`src/rtl/decode_issue.sv`:
```
// Decode and issue stage: decodes one 16-bit instruction per transfer into a
// single EX register. Writeback, operand forwarding and branch redirect are
// all resolved while an instruction sits in EX.
module decode_issue (
    input  logic        clk,
    input  logic        rst_n,
    input  logic        instr_valid,
    input  logic [15:0] instr,
    output logic        instr_ready,
    output logic [7:0]  fetch_pc,
    output logic [7:0]  alu_a,
    output logic [7:0]  alu_b,
    output logic [3:0]  alu_op,
    input  logic [7:0]  alu_result,
    input  logic        alu_zero,
    output logic        redirect,
    input  logic [2:0]  dbg_addr,
    output logic [7:0]  dbg_data
);

    typedef enum logic {RUN, FLUSH} state_t;

    localparam logic [3:0] OP_ADDI = 4'b1001;
    localparam logic [3:0] OP_BEQ  = 4'b1011;
    localparam logic [3:0] OP_BNE  = 4'b1100;

    state_t      r_state;
    state_t      w_nextState;

    // Entry 0 is cleared at reset and never written, so r0 always reads 0.
    logic [7:0]  r_regFile [8];

    logic        r_exValid;
    logic [3:0]  r_aluOp;
    logic [7:0]  r_aluA;
    logic [7:0]  r_aluB;
    logic [2:0]  r_exRd;
    logic [7:0]  r_exPc;
    logic [7:0]  r_exOff;
    logic [7:0]  r_fetchPc;

    logic [3:0]  w_op;
    logic [2:0]  w_f1;
    logic [2:0]  w_f2;
    logic [2:0]  w_f3;
    logic [7:0]  w_imm;
    logic        w_isRType;
    logic        w_isAddi;
    logic        w_isBranch;
    logic [2:0]  w_srcA;
    logic [2:0]  w_srcB;
    logic [7:0]  w_srcAVal;
    logic [7:0]  w_srcBVal;
    logic        w_transfer;
    logic        w_exWrites;
    logic        w_wbEn;
    logic        w_taken;

    logic        w_dValid;
    logic [3:0]  w_dOp;
    logic [7:0]  w_dA;
    logic [7:0]  w_dB;
    logic [2:0]  w_dRd;
    logic [7:0]  w_dOff;

    assign w_op       = instr[15:12];
    assign w_f1       = instr[11:9];
    assign w_f2       = instr[8:6];
    assign w_f3       = instr[5:3];
    assign w_imm      = {{2{instr[5]}}, instr[5:0]};
    assign w_isRType  = (w_op <= 4'd5);
    assign w_isAddi   = (w_op == OP_ADDI);
    assign w_isBranch = (w_op == OP_BEQ) || (w_op == OP_BNE);

    // Branches compare f1/f2, everything else reads f2/f3.
    assign w_srcA = w_isBranch ? w_f1 : w_f2;
    assign w_srcB = w_isBranch ? w_f2 : w_f3;

    assign w_transfer = instr_valid && instr_ready;
    assign w_exWrites = r_exValid && ((r_aluOp <= 4'd5) || (r_aluOp == OP_ADDI));
    assign w_wbEn     = w_exWrites && (r_exRd != 3'd0);
    assign w_taken    = r_exValid && (((r_aluOp == OP_BEQ) && alu_zero) ||
                                      ((r_aluOp == OP_BNE) && !alu_zero));

    assign instr_ready = (r_state == RUN);
    assign redirect    = w_taken;
    assign fetch_pc    = r_fetchPc;
    assign alu_a       = r_aluA;
    assign alu_b       = r_aluB;
    assign alu_op      = r_aluOp;
    assign dbg_data    = r_regFile[dbg_addr];

    // Operand read with bypass of the result EX is writing back this cycle.
    always_comb begin
        w_srcAVal = r_regFile[w_srcA];
        w_srcBVal = r_regFile[w_srcB];
        if (w_wbEn && (r_exRd == w_srcA)) w_srcAVal = alu_result;
        if (w_wbEn && (r_exRd == w_srcB)) w_srcBVal = alu_result;
    end

    // Decode the incoming instruction into the next EX contents; a missing
    // transfer, an unknown op or a taken branch all produce a bubble.
    always_comb begin
        w_dValid = 1'b0;
        w_dOp    = 4'd0;
        w_dA     = 8'd0;
        w_dB     = 8'd0;
        w_dRd    = 3'd0;
        w_dOff   = 8'd0;
        if (w_transfer && !w_taken) begin
            if (w_isRType) begin
                w_dValid = 1'b1;
                w_dOp    = w_op;
                w_dA     = w_srcAVal;
                w_dB     = w_srcBVal;
                w_dRd    = w_f1;
            end else if (w_isAddi) begin
                w_dValid = 1'b1;
                w_dOp    = w_op;
                w_dA     = w_srcAVal;
                w_dB     = w_imm;
                w_dRd    = w_f1;
            end else if (w_isBranch) begin
                w_dValid = 1'b1;
                w_dOp    = w_op;
                w_dA     = w_srcAVal;
                w_dB     = w_srcBVal;
                w_dOff   = w_imm;
            end
        end
    end

    // Next-state logic: a taken branch costs one cycle of stalled fetch.
    always_comb begin
        w_nextState = r_state;
        case (r_state)
            RUN:     if (w_taken) w_nextState = FLUSH;
            FLUSH:   w_nextState = RUN;
            default: w_nextState = RUN;
        endcase
    end

    // State register.
    always_ff @(posedge clk or negedge rst_n) begin
        if (!rst_n) r_state <= RUN;
        else        r_state <= w_nextState;
    end

    // EX pipeline register, reloaded every cycle.
    always_ff @(posedge clk or negedge rst_n) begin
        if (!rst_n) begin
            r_exValid <= 1'b0;
            r_aluOp   <= 4'd0;
            r_aluA    <= 8'd0;
            r_aluB    <= 8'd0;
            r_exRd    <= 3'd0;
            r_exPc    <= 8'd0;
            r_exOff   <= 8'd0;
        end else begin
            r_exValid <= w_dValid;
            r_aluOp   <= w_dOp;
            r_aluA    <= w_dA;
            r_aluB    <= w_dB;
            r_exRd    <= w_dRd;
            r_exPc    <= r_fetchPc;
            r_exOff   <= w_dOff;
        end
    end

    // Fetch address: branch target wins over sequential increment.
    always_ff @(posedge clk or negedge rst_n) begin
        if (!rst_n)          r_fetchPc <= 8'd0;
        else if (w_taken)    r_fetchPc <= r_exPc + 8'd1 + r_exOff;
        else if (w_transfer) r_fetchPc <= r_fetchPc + 8'd1;
    end

    // Register file writeback at the end of the EX cycle.
    always_ff @(posedge clk or negedge rst_n) begin
        if (!rst_n) begin
            for (int i = 0; i < 8; i++) r_regFile[i] <= 8'd0;
        end else if (w_wbEn) begin
            r_regFile[r_exRd] <= alu_result;
        end
    end

endmodule

```
`config.mk`:
```
export PLATFORM = sky130hd
export DESIGN_NAME = decode_issue
export DESIGN_NICKNAME = d
export VERILOG_FILES = /design/src/rtl/decode_issue.sv
export SDC_FILE = /design/constraint.sdc
export NUM_CORES = 1
export LEC_CHECK = 0
export BUFFER_PORTS_ARGS = -buffer_cell sky130_fd_sc_hd__buf_2
export CAP_MARGIN = 25
export CELL_PAD_IN_SITES_DETAIL_PLACEMENT = 1
export CELL_PAD_IN_SITES_GLOBAL_PLACEMENT = 2
export CORE_ASPECT_RATIO = 1.75
export CORE_MARGIN = 2
export CORE_UTILIZATION = 44
export DETAILED_ROUTE_END_ITERATION = 10
export PLACE_DENSITY_LB_ADDON = 0.1
export SYNTH_ARGS = -nofsm -noshare
export SYNTH_HDL_FRONTEND = slang
export SYNTH_SLANG_ARGS = --single-unit
```
`constraint.sdc`:
```
create_clock -name clk -period 3.5 [get_ports clk]
set_input_delay 0.35 -clock clk [delete_from_list [all_inputs] [get_ports clk]]
set_output_delay 0.35 -clock clk [all_outputs]
set_load 0.005 [all_outputs]
```
## Word level (Yosys, flattened, before mapping)

Cells that the tools add are included.

- Input bits: 31
- Bits in registers: 113
- Word-level logic and storage cells: 100
- Output and inout port bits: 38

- Reduce and logical (&&, ||, !) cells: 17
- Bitwise operators: 5
- Equal/unequal tests: 8
- Mux-type cells: 43
- Add/subtract/negate cells: 3
- $lt $le $gt $ge: 7

Operators by type and width:

| cell | number |
|---|---|
| $mux W8 | 23 |
| $bmux W8 S3 | 3 |
| $bwmux W64 | 1 |
| $demux W8 S3 | 1 |
| $eq A4 B4 Y1 const B | 6 |
| $add A8 B1 Y8 const B | 2 |
| $ge A4 B4 Y1 const B | 4 |
| $mux W4 | 4 |
| $not A3 Y4 | 4 |
| $mux W3 | 5 |
| $logic_and A1 B1 Y1 | 10 |
| $add A8 B8 Y8 | 1 |
| $le A4 B3 Y1 const B | 2 |
| $eq A3 B3 Y1 | 2 |
| $mux W1 | 5 |
| $lt A4 B1 Y1 const B | 1 |
| $logic_or A1 B1 Y1 | 3 |
| $reduce_bool A3 Y1 | 1 |
| $logic_not A1 Y1 | 2 |
| $pmux W1 S2 | 1 |
| $reduce_bool A2 Y1 | 1 |
| $not A1 Y1 | 1 |

## Logic depth before layout (Yosys ltp)

Gate-level depths: netlist of run 1.

- Word-level depth: 12
- Gate-level depth with buffers: 11
- Depth with buffers taken out: 11

## Worst setup path after synthesis of run 1

Ideal clock, no wire load.

- Path kind: in2reg
- From: input instr[12]
- To: register r_aluB[2], in the netlist alu_b[2]
- Arrival: 2.480 ns
- Library setup time: 0.126 ns
- Slack: 0.894 ns
- Buffers on the path: 2
- Cell stages on the path: 8
- Required time: 3.374 ns
- Cells stage by stage: buf_6 > and4b_4 > nor2_8 > mux2i_4 > buf_6 > mux4_2 > mux2_2 > a221o_1

- Word-level cells in the longest chain between the ends: 12
- Elaborated cells on any way between the ends: 17
- Classes of those cells: order compare: 1; eq/ne: 4; mux: 9; bitwise: 1; reduce/logical: 2

RTL lines:

| what | RTL line | source |
|---|---|---|
| start: declaration | 8 | `input logic [15:0] instr,` |
| $eq A4 B4 Y1 | 73 | `assign w_isBranch = (w_op == OP_BEQ) \|\| (w_op == OP_BNE);` |
| $logic_or A1 B1 Y1 | 73 |  |
| $mux W3 | 77 | `assign w_srcB = w_isBranch ? w_f2 : w_f3;` |
| $not A3 Y4 (not written as such) | 96 | `w_srcBVal = r_regFile[w_srcB];` |
| $bmux W8 S3 | 96 |  |
| $mux W8 (not written as such) (2 in series) | 96 |  |
| $mux W8 | 98 | `if (w_wbEn && (r_exRd == w_srcB)) w_srcBVal = alu_result;` |
| $mux W8 | 123 | `end else if (w_isBranch) begin` |
| $mux W8 | 117 | `end else if (w_isAddi) begin` |
| $mux W8 (*) | 111 | `if (w_isRType) begin` |
| $mux W8 (*) | 110 | `if (w_transfer && !w_taken) begin` |
| via w_dB[2] | 62 | `logic [7:0] w_dB;` |
| end signal: assignment | 163 | `r_aluB <= w_dB;` |
| end: declaration | 36 | `logic [7:0] r_aluB;` |

Mark *: on every way through the listed nets, which the timed path passes. The rest lies on a longest branch. The select of a mux whose other input is x is not followed.
A chain may end at the register's enable or synchronous reset.

## Worst setup path after layout of run 1

- From: input instr[13]
- To: register r_aluB[3], in the netlist alu_b[3]

Same word-level chain as after synthesis.

==> impl_metrics.env, run 1 <==
export IMPL_status="complete, no violations"
export IMPL_vias=4374
export IMPL_rsz0062_at_grt="false"
export IMPL_gate_count_after_technology_mapping=485
export IMPL_worst_path_max_delay_cell="sky130_fd_sc_hd__mux2i_2"
export IMPL_worst_r2r_endpoint="r_regFile[43]$_DFFE_PN0P_"
export IMPL_coreArea_um2=13900
export IMPL_nFillCells=1471
export IMPL_min_delay_path_class="primary input to asynchronous set/reset pin"
export IMPL_cellPowerDensity_nw_per_um2=523
export IMPL_largest_net_degree_at_the_start_of_global_routing=56
export IMPL_drt_iter0_markers=217
export IMPL_clock_tree_from_tritoncts="yes"
export IMPL_floorplan_io_pins=69
export IMPL_grt_pass1_wl_mm=28.0
export IMPL_cts_buffers_inserted=9
export IMPL_vdd_drop_max_v=0.000205
export IMPL_grt_antenna_before_repair=0
export IMPL_cts_post_setup_buffers_inserted=0
export IMPL_gp_routability_congestion=0.803
export IMPL_rows=57
export IMPL_final_layout_net_count=582
export IMPL_maximum_root_to_sink_buffer_count=2
export IMPL_post_route_cells_drive_above_1_share_pct=37.8
export IMPL_synth_fp_nets=525
export IMPL_clk_latency_ns=0.35
export IMPL_drt_vias_per_instance=6.04
export IMPL_cp_data_arrival_time_ns=2.85
export IMPL_relSlewSlack_pct=45.0
export IMPL_initial_standard_cell_utilization_of_the_core_pct=45.0
export IMPL_detailed_place_area_um2=6770
export IMPL_worstPathMaxFanout=13
export IMPL_cts_resized_gates=0
export IMPL_fp_dieW_um=94.1
export IMPL_leakage_nw=3.17
export IMPL_detail_route_antenna_nets=0
export IMPL_groute_usage_overall_pct=24.8
export IMPL_syn2layout_area_growth_pct=12.7
export IMPL_crit_path_cell_trace="buf_2, and4bb_2, nor2_8, mux2i_2, mux2i_1, a2bb2oi_1, nor3_2, a221o_1"
export IMPL_switching_pwr_mw=1.14
export IMPL_reg2reg_from="alu_op[2]$_DFF_PN0_"
export IMPL_die_height_um=162
export IMPL_totalNegativeSetupSlack_ns=0
export IMPL_sw_frac_of_total_pct=30.8
export IMPL_fin_crit_ns=2.62
export IMPL_p_seq_share_pct=47.1
export IMPL_timing_reg2reg_setup_slack_ns=1.10
export IMPL_cts_hold_fix_buffers=0
export IMPL_setup_worst_path_start_class="primary input"
export IMPL_setup_worst_path_end_class="flop"
export IMPL_fmaxAchievable_ghz=0.382
export IMPL_drt_wl_total_mm=17.7
export IMPL_slew_violations=0
export IMPL_die_area_um2=15200
export IMPL_postLayoutCellArea_um2=7050
export IMPL_port_buffers=68
export IMPL_seq_area_frac_synth_pct=44.4
export IMPL_crit_type="primary input to flop"
export IMPL_post_synth_instance_area_um2=6250
export IMPL_clock_sinks=111
export IMPL_timing_hold_violations_final=0
export IMPL_clk_pin_slew_ns=0.07
export IMPL_grt_pass1_vias=4834
export IMPL_worstMarginPinSlew_ns=0.822
export IMPL_clockRootBuffer="sky130_fd_sc_hd__clkbuf_16"
export IMPL_r2r_cells=5
export IMPL_detailedPlacementHpwl_mm=12.8
export IMPL_power_internal_mw=2.55
export IMPL_synth_edf_count=0
export IMPL_min_period_over_period_pct=74.7
export IMPL_yosysUniqueCellTypes=56
export IMPL_postSynth_topFlopCell="sky130_fd_sc_hd__dfrtp_1"
export IMPL_postSynthAreaPerCell_um2=12.9
export IMPL_register_bit_total_from_synthesis=111
export IMPL_clockPowerShare_pct=27.1
export IMPL_cpPeakStageDelay_ns=0.56
export IMPL_worst_ep_required_time_ns=3.73
export IMPL_worstPathBufferInverterCount=1
export IMPL_timing_max_cap_violations=0
export IMPL_ys_async_sr_fraction_pct=100
export IMPL_antenna_cells_inserted=0
export IMPL_setup_viol=0
export IMPL_dpl_worst_slack_ns=0.485
export IMPL_power_frac_comb_pct=25.8
export IMPL_wl_per_cell_um=24.4
export IMPL_first_pass_iters=4
export IMPL_cp_top_family="multiplexers"
export IMPL_route_detailed_drc=0
export IMPL_clock_skews_ns=0.00879
export IMPL_yosysWarningCount=0
export IMPL_fin_ws_ns=0.884
export IMPL_overflow=0
export IMPL_h_tree_depth=3
cells in the final DEF (no fill, tap or decap), types with 13 or more instances in the layout:
cell type	netlist	layout
sky130_fd_sc_hd__dfrtp_1	111	111
sky130_fd_sc_hd__buf_2	6	67
sky130_fd_sc_hd__mux2_2	62	62
sky130_fd_sc_hd__mux4_2	38	38
sky130_fd_sc_hd__nor2_1	31	31
sky130_fd_sc_hd__nand2_1	24	24
sky130_fd_sc_hd__o21ai_0	19	19
sky130_fd_sc_hd__inv_1	17	17
sky130_fd_sc_hd__mux2i_1	14	14
sky130_fd_sc_hd__buf_4	1	14
sky130_fd_sc_hd__a21oi_1	13	13
power by group through the flow:
| stage | Combinational [mW] | Sequential [mW] | Clock (mW) |
|---|---|---|---|
| 6_report | 0.953 | 1.74 | 1.00 |
| 5_1_grt | 1.06 | 1.77 | 1.07 |
| 4_1_cts | 0.970 | 1.74 | 1.03 |
| 3_5_place_dp | 0.960 | 1.76 | 0 |
| 3_3_place_gp | 0.932 | 1.73 | 0 |
| 2_1_floorplan | 0.693 | 1.67 | 0 |
synthesized netlist by cell type (all sizes together) (2+ instances only):
library cell / count / share of area, %
a211oi: 10 / 1.2
nand4b: 2 / 0.28
nand2: 24 / 1.4
dfrtp: 111 / 44
o21bai: 3 / 0.36
and3: 3 / 0.30
inv: 17 / 1.0
nor3: 5 / 0.48
nand4: 4 / 0.40
o211ai: 3 / 0.44
buf: 19 / 1.7
nand2b: 3 / 0.30
clkbuf: 17 / 1.0
xnor2: 8 / 1.1
o211a: 2 / 0.32
o21a: 3 / 0.36
a21oi: 13 / 1.0
nor2b: 2 / 0.20
o21ai: 21 / 1.7
nand3: 8 / 0.64
mux2i: 16 / 2.8
nor4b: 3 / 0.42
xor2: 7 / 0.98
nor2: 33 / 2.3
and2: 11 / 1.1
and4b: 2 / 0.38
mux4: 48 / 18
a221o: 5 / 0.80
mux2: 62 / 11
ha: 8 / 1.6
state kept, by name (all words and copies together) (netlist names):
register and flops:
alu_b 8, fetch_pc 8, alu_op 4, r_exPc 8
r_exOff 6, r_exRd 3, r_state 1, r_exValid 1
r_regFile 64, alu_a 8
routing by layer:
| layer | vias to the layer above | GRT usage, % | wire [um] |
|---|---|---|---|
| li1 | 1923 | - | - |
| met1 | 2342 | 29.4 | 6770 |
| met2 | 83 | 45.7 | 9980 |
| met3 | 26 | 2.97 | 499 |
| met4 | 0 | 8.10 | 416 |
| met5 | - | 0 | 0 |
metrics by stage:
step / utilization (%) / total power [mW] / hold slack, ns / cells
2_1_floorplan: - / 2.36 / 0.0544 / 485
3_3_place_gp: 48.7 / 2.67 / 0.399 / 708
3_5_place_dp: 48.7 / 2.72 / 0.414 / 708
4_1_cts: 50.7 / 3.73 / 0.0901 / 724
5_1_grt: 50.7 / 3.90 / 0.0992 / 724
6_report: 50.7 / 3.69 / 0.0367 / 724
area by class of cell:
| cell class | count | area (um^2) | area share [%] |
|---|---|---|---|
| clock buffer | 11 | 243 | 3.44 |
| clock inverter | 5 | 41.3 | 0.586 |
| inverter | 17 | 63.8 | 0.905 |
| multi-input combinational | 321 | 3240 | 46.0 |
| sequential | 111 | 2780 | 39.4 |
| tap | 177 | 221 | 3.14 |
| timing repair buffer | 82 | 460 | 6.53 |
worst max-delay path by stage:
stage,start,endpoint,slack [ns],depth (start not counted)
after floorplan,instr[12],alu_b[2]$_DFF_PN0_,0.89,8
after global placement,instr[13],alu_b[3]$_DFF_PN0_,0.55,9
after detailed placement,instr[13],alu_b[3]$_DFF_PN0_,0.48,9
after CTS,instr[13],alu_b[3]$_DFF_PN0_,0.86,9
after global routing,instr[13],alu_b[0]$_DFF_PN0_,0.66,9
final,instr[13],alu_b[3]$_DFF_PN0_,0.88,8
kinds of logic after synthesis:
family	after synthesis	synth area share (%)
multiplexers	126	31.9
flip-flops	111	44.4
AND/OR/NAND/NOR	107	9.16
AO/OA/AOI/OAI	64	6.82
buffers and inverters	53	3.72
XOR/XNOR	15	2.10
adder cells (fa/ha/maj)	9	1.92
Note: power is estimated with default switching activity, not from simulation.
==> inputs of run 2 (changes only) <==
- CORE_UTILIZATION: 44 -> 41
- clock period: 3.5 -> 2.6 ns (I/O delays scaled with it)
==> impl_metrics.env, run 2 (synthesized netlist as in run 1, its figures left out) <==
export IMPL_clk_latency_ns=0.35
export IMPL_cts_hold_fix_buffers=1
export IMPL_clk_pin_slew_ns=0.07
export IMPL_die_height_um=167
export IMPL_nFillCells=1550
export IMPL_met2_length_mm=9.52
export IMPL_drt_vias_per_instance=5.87
export IMPL_antenna_cells_inserted=0
export IMPL_detailedPlacementHpwl_mm=12.6
export IMPL_postLayoutCellArea_um2=7310
export IMPL_detailed_place_area_um2=7000
export IMPL_post_route_cells_drive_above_1_share_pct=40.6
export IMPL_vdd_drop_max_v=0.000313
export IMPL_drt_wl_total_mm=17.5
export IMPL_syn2layout_area_growth_pct=16.9
export IMPL_gp_routability_congestion=0.789
export IMPL_reg2reg_from="alu_op[1]$_DFF_PN0_"
export IMPL_setup_viol=0
export IMPL_first_pass_iters=4
export IMPL_timing_max_cap_violations=0
export IMPL_wl_per_cell_um=23.1
export IMPL_area_of_combinational_cells_with_multiple_inputs_um2=3240
export IMPL_setup_worst_path_end_class="flop"
export IMPL_fp_dieW_um=97.4
export IMPL_route_detailed_drc=0
export IMPL_cts_resized_gates=0
export IMPL_fin_crit_ns=2.29
export IMPL_register_bank_with_the_most_flops="r_regFile"
export IMPL_clock_sinks=111
export IMPL_cts_post_setup_buffers_inserted=0
export IMPL_fin_ws_ns=0.311
export IMPL_relSlewSlack_pct=63.9
export IMPL_overflow=0
export IMPL_totalNegativeSetupSlack_ns=0
export IMPL_route_met3_wl_um=598
export IMPL_largest_register_ffs=64
export IMPL_layout_core_utilization_pct=49.0
export IMPL_timing_hold_violations_final=0
export IMPL_leakage_nw=3.31
export IMPL_status="complete, no violations"
export IMPL_rows=59
export IMPL_worst_ep_required_time_ns=2.85
export IMPL_dpl_worst_slack_ns=0.0609
export IMPL_floorplan_io_pins=69
export IMPL_critical_path_startpoint="alu_op[1]$_DFF_PN0_"
export IMPL_largest_net_degree_at_the_start_of_global_routing=60
export IMPL_setup_worst_path_start_class="flop"
export IMPL_worstPathMaxFanout=7
export IMPL_mostFrequentLayoutCells="sky130_fd_sc_hd__dfrtp_1, sky130_fd_sc_hd__buf_2, sky130_fd_sc_hd__mux2_2"
export IMPL_clockRootBuffer="sky130_fd_sc_hd__clkbuf_16"
export IMPL_grt_pass1_vias=4844
export IMPL_clock_skews_ns=0.0120
export IMPL_grt_antenna_before_repair=0
export IMPL_die_area_um2=16300
export IMPL_area_sequential_um2=2780
export IMPL_hold_start="instr[2]"
export IMPL_holdWs_ns=0.139
export IMPL_cts_buffers_inserted=9
export IMPL_drt_iter0_markers=181
export IMPL_met1_length_mm=6.97
export IMPL_crit_type="flop to flop"
export IMPL_worstMarginPinSlew_ns=0.541
export IMPL_slew_violations=0
export IMPL_coreArea_um2=14900
export IMPL_cellPowerDensity_nw_per_um2=692
export IMPL_min_delay_path_class="primary input to flop"
export IMPL_vias=4429
export IMPL_rsz0062_at_grt="false"
export IMPL_final_layout_net_count=608
export IMPL_initial_standard_cell_utilization_of_the_core_pct=41.9
export IMPL_h_tree_depth=3
export IMPL_groute_usage_overall_pct=22.3
export IMPL_detail_route_antenna_nets=0
export IMPL_clock_tree_from_tritoncts="yes"
export IMPL_maximum_root_to_sink_buffer_count=2
export IMPL_timing_reg2reg_setup_slack_ns=0.31
export IMPL_min_period_over_period_pct=88.1
export IMPL_cp_data_arrival_time_ns=2.54
export IMPL_hold_depth=2
export IMPL_route_top_layer_used="met4"
export IMPL_fmaxAchievable_ghz=0.437
export IMPL_r2r_cells=8
export IMPL_layout_commonest_cell="sky130_fd_sc_hd__dfrtp_1"
export IMPL_port_buffers=68
export IMPL_grt_pass1_wl_mm=28.0
-- run 2: cell types whose count changed in the layout (fill, tap and decap cells not counted) --
cell / previous run / this run
sky130_fd_sc_hd__clkinv_2: 1 / 2
sky130_fd_sc_hd__clkbuf_1: 1 / 0
sky130_fd_sc_hd__dlygate4sd3_1: 0 / 1
sky130_fd_sc_hd__bufinv_16: 0 / 1
sky130_fd_sc_hd__inv_8: 1 / 0
sky130_fd_sc_hd__clkinvlp_4: 1 / 0
sky130_fd_sc_hd__clkinv_8: 0 / 1
sky130_fd_sc_hd__buf_12: 1 / 4
sky130_fd_sc_hd__buf_4: 14 / 36
sky130_fd_sc_hd__clkbuf_8: 1 / 0
-- run 2: final cells by class --
| type | count | area share [%] |
|---|---|---|
| inverter | 17 | 0.873 |
| clock inverter | 6 | 1.01 |
| multi-input combinational | 321 | 44.4 |
| clock buffer | 9 | 3.08 |
| timing repair buffer | 108 | 9.52 |
| tap | 183 | 3.13 |
| sequential | 111 | 38.0 |
-- run 2: path summary, 6_finish.rpt --
path | to
worst min-delay path | r_exOff[2]$_DFF_PN0_
max in group asynchronous | r_regFile[13]$_DFFE_PN0P_
worst max-delay path | alu_b[5]$_DFF_PN0_
worst max register to register | alu_b[5]$_DFF_PN0_
worst min register to register | r_regFile[59]$_DFFE_PN0P_
min in group asynchronous | alu_op[2]$_DFF_PN0_
-- run 2: metal layers --
metal | global-route usage [%] | vias to the layer above
met4 | 6.70 | 0
met5 | 0 | -
li1 | - | 1977
met3 | 2.80 | 19
met2 | 40.1 | 113
met1 | 28.0 | 2320
-- run 2: critical path, stage by stage, from the launching register on --
cell	delay [ns]
sky130_fd_sc_hd__dfrtp_1	0.41
sky130_fd_sc_hd__and4b_1	0.20
sky130_fd_sc_hd__o211ai_1	0.27
sky130_fd_sc_hd__buf_4	0.21
sky130_fd_sc_hd__nand2_1	0.20
sky130_fd_sc_hd__nor2_1	0.34
sky130_fd_sc_hd__o21ai_0	0.18
sky130_fd_sc_hd__buf_4	0.17
sky130_fd_sc_hd__o211ai_1	0.21
-- run 2: report_power, final --
part | switching, mW | total (mW) | leakage [nW] | internal (mW)
logic | 0.575 | 1.33 | 1.79 | 0.755
clock network | 0.664 | 1.42 | 0.148 | 0.752
registers | 0.288 | 2.32 | 1.37 | 2.03
total | 1.53 | 5.06 | 3.31 | 3.53
-- run 2: through the flow --
stage / power, mW / instances
after global placement: 3.63 / 739
final: 5.06 / 755
after floorplan: 3.18 / 485
after detailed placement: 3.70 / 739
after CTS: 5.13 / 755
after global routing: 5.38 / 755
==> inputs of run 3 (changes only) <==
==> constraint.sdc (replaced) <==
create_clock -name clk -period 2.6 [get_ports clk]
set_input_delay 0.52 -clock clk [delete_from_list [all_inputs] [get_ports clk]]
set_output_delay 0.52 -clock clk [all_outputs]
set_load 0.005 [all_outputs]
==> impl_metrics.env, run 3 (synthesized netlist as in run 1, its figures left out) <==
export IMPL_min_period_over_period_pct=94.0
export IMPL_worstPathBufferInverterCount=1
export IMPL_coreArea_um2=14900
export IMPL_holdWs_ns=0.155
export IMPL_setup_worst_path_start_class="primary input"
export IMPL_h_tree_depth=3
export IMPL_drt_iter0_markers=128
export IMPL_fp_dieW_um=97.4
export IMPL_drt_vias_per_instance=5.80
export IMPL_grt_pass1_wl_mm=27.8
export IMPL_gp_routability_congestion=0.813
export IMPL_largest_register_ffs=64
export IMPL_post_route_cells_drive_above_1_share_pct=40.8
export IMPL_r2r_cells=9
export IMPL_final_layout_net_count=610
export IMPL_crit_type="primary input to flop"
export IMPL_cpPeakStageDelay_ns=0.42
export IMPL_worst_path_max_delay_cell="sky130_fd_sc_hd__a2bb2oi_1"
export IMPL_detail_route_antenna_nets=0
export IMPL_vias=4386
export IMPL_grt_pass1_vias=4904
export IMPL_postLayoutCellArea_um2=7320
export IMPL_first_pass_iters=4
export IMPL_setup_viol=0
export IMPL_overflow=0
export IMPL_cp_data_arrival_time_ns=2.70
export IMPL_groute_usage_overall_pct=22.0
export IMPL_maximum_root_to_sink_buffer_count=2
export IMPL_power_internal_mw=3.45
export IMPL_clockRootBuffer="sky130_fd_sc_hd__clkbuf_16"
export IMPL_clk_latency_ns=0.35
export IMPL_timing_reg2reg_setup_slack_ns=0.29
export IMPL_syn2layout_area_growth_pct=17.0
export IMPL_clock_sinks=111
export IMPL_rows=59
export IMPL_die_area_um2=16300
export IMPL_crit_path_cell_trace="buf_2, and4bb_2, nor2_8, mux2i_2, mux2i_1, a2bb2oi_1, o21ai_0, o211ai_1"
export IMPL_die_height_um=167
export IMPL_worst_r2r_endpoint="alu_b[7]$_DFF_PN0_"
export IMPL_worstPathMaxFanout=5
export IMPL_cp_top_family="compound AO/OA/AOI/OAI gates"
export IMPL_reg2reg_from="alu_op[0]$_DFF_PN0_"
export IMPL_clock_tree_from_tritoncts="yes"
export IMPL_antenna_cells_inserted=0
export IMPL_fin_crit_ns=2.44
export IMPL_port_buffers=68
export IMPL_cts_post_setup_buffers_inserted=0
export IMPL_min_delay_path_class="primary input to asynchronous set/reset pin"
export IMPL_timing_max_cap_violations=0
export IMPL_layout_commonest_cell="sky130_fd_sc_hd__dfrtp_1"
export IMPL_clock_skews_ns=0.0106
export IMPL_initial_standard_cell_utilization_of_the_core_pct=41.9
export IMPL_setup_worst_path_end_class="flop"
export IMPL_grt_antenna_before_repair=0
export IMPL_sw_frac_of_total_pct=30.5
export IMPL_worstMarginPinSlew_ns=0.575
export IMPL_largest_net_degree_at_the_start_of_global_routing=53
export IMPL_detailed_place_area_um2=7040
export IMPL_clk_pin_slew_ns=0.07
export IMPL_timing_hold_violations_final=0
export IMPL_floorplan_io_pins=69
export IMPL_cts_hold_fix_buffers=0
export IMPL_cts_resized_gates=0
export IMPL_rsz0062_at_grt="false"
export IMPL_cellPowerDensity_nw_per_um2=678
export IMPL_wl_per_cell_um=22.9
export IMPL_switching_pwr_mw=1.51
export IMPL_vdd_drop_max_v=0.000333
export IMPL_power_frac_comb_pct=27.1
export IMPL_cts_buffers_inserted=9
export IMPL_drt_wl_total_mm=17.3
export IMPL_worst_ep_required_time_ns=2.85
export IMPL_p_seq_share_pct=46.7
export IMPL_route_detailed_drc=0
export IMPL_relSlewSlack_pct=61.3
export IMPL_mostFrequentLayoutCells="sky130_fd_sc_hd__dfrtp_1, sky130_fd_sc_hd__buf_2, sky130_fd_sc_hd__mux2_2"
export IMPL_clockPowerShare_pct=26.1
export IMPL_leakage_nw=3.31
export IMPL_fmaxAchievable_ghz=0.409
export IMPL_detailedPlacementHpwl_mm=12.9
export IMPL_register_bank_with_the_most_flops="r_regFile"
export IMPL_nFillCells=1573
export IMPL_status="complete, no violations"
export IMPL_slew_violations=0
export IMPL_power_mw=4.96
run 3: changes by cell type in the layout (fill, tap and decap cells not counted), moves of 2 or more:
cell / previous run / this run
sky130_fd_sc_hd__clkinvlp_4: 0 / 2
sky130_fd_sc_hd__clkinv_2: 2 / 0
sky130_fd_sc_hd__mux2_4: 0 / 2
sky130_fd_sc_hd__mux2_2: 62 / 60
sky130_fd_sc_hd__buf_4: 36 / 38
run 3: how the worst max path moves through the flow:
stage,startpoint,end,depth (start not counted)
global placement,instr[15],alu_b[3]$_DFF_PN0_,8
global route,instr[13],alu_b[5]$_DFF_PN0_,8
CTS,instr[15],alu_b[5]$_DFF_PN0_,8
detailed placement,instr[15],alu_b[0]$_DFF_PN0_,8
finish,instr[15],alu_b[5]$_DFF_PN0_,8
floorplan,instr[12],alu_b[2]$_DFF_PN0_,8
run 3: power groups by stage:
stage          Clock (mW)  Sequential (mW)  Combinational (mW)
6_report             1.30             2.32                1.35
5_1_grt              1.41             2.36                1.49
4_1_cts              1.35             2.31                1.37
3_5_place_dp            0             2.35                1.37
3_3_place_gp            0             2.33                1.31
2_1_floorplan           0             2.25               0.939
run 3: cell type report:
cell class                      instances  area (um^2)  share of cell area (%)
Sequential cell                       111         2780                    38.0
Clock inverter                          5         48.8                   0.667
Inverter                               17         63.8                   0.872
Clock buffer                            9          225                    3.08
Tap cell                              183          229                    3.13
Multi-Input combinational cell        321         3250                    44.4
Timing Repair Buffer                  110          721                    9.85
run 3: through the flow:
stage          cells  setup TNS (ns)  worst slack, ns  util, %
2_1_floorplan    485          -0.549           -0.151        -
4_1_cts          756               0            0.161     49.1
5_1_grt          756               0           0.0691     49.1
6_report         756               0            0.156     49.1
3_5_place_dp     742           -1.43           -0.195     47.2
3_3_place_gp     742          -0.849           -0.151     47.2
run 3: routing by layer:
| metal | up-vias | track usage [%] | share of wire [%] |
|---|---|---|---|
| li1 | 1980 | - | - |
| met1 | 2278 | 26.8 | 40 |
| met5 | - | 0 | 0 |
| met3 | 28 | 3.13 | 2.9 |
| met2 | 100 | 39.6 | 54 |
| met4 | 0 | 7.73 | 2.9 |
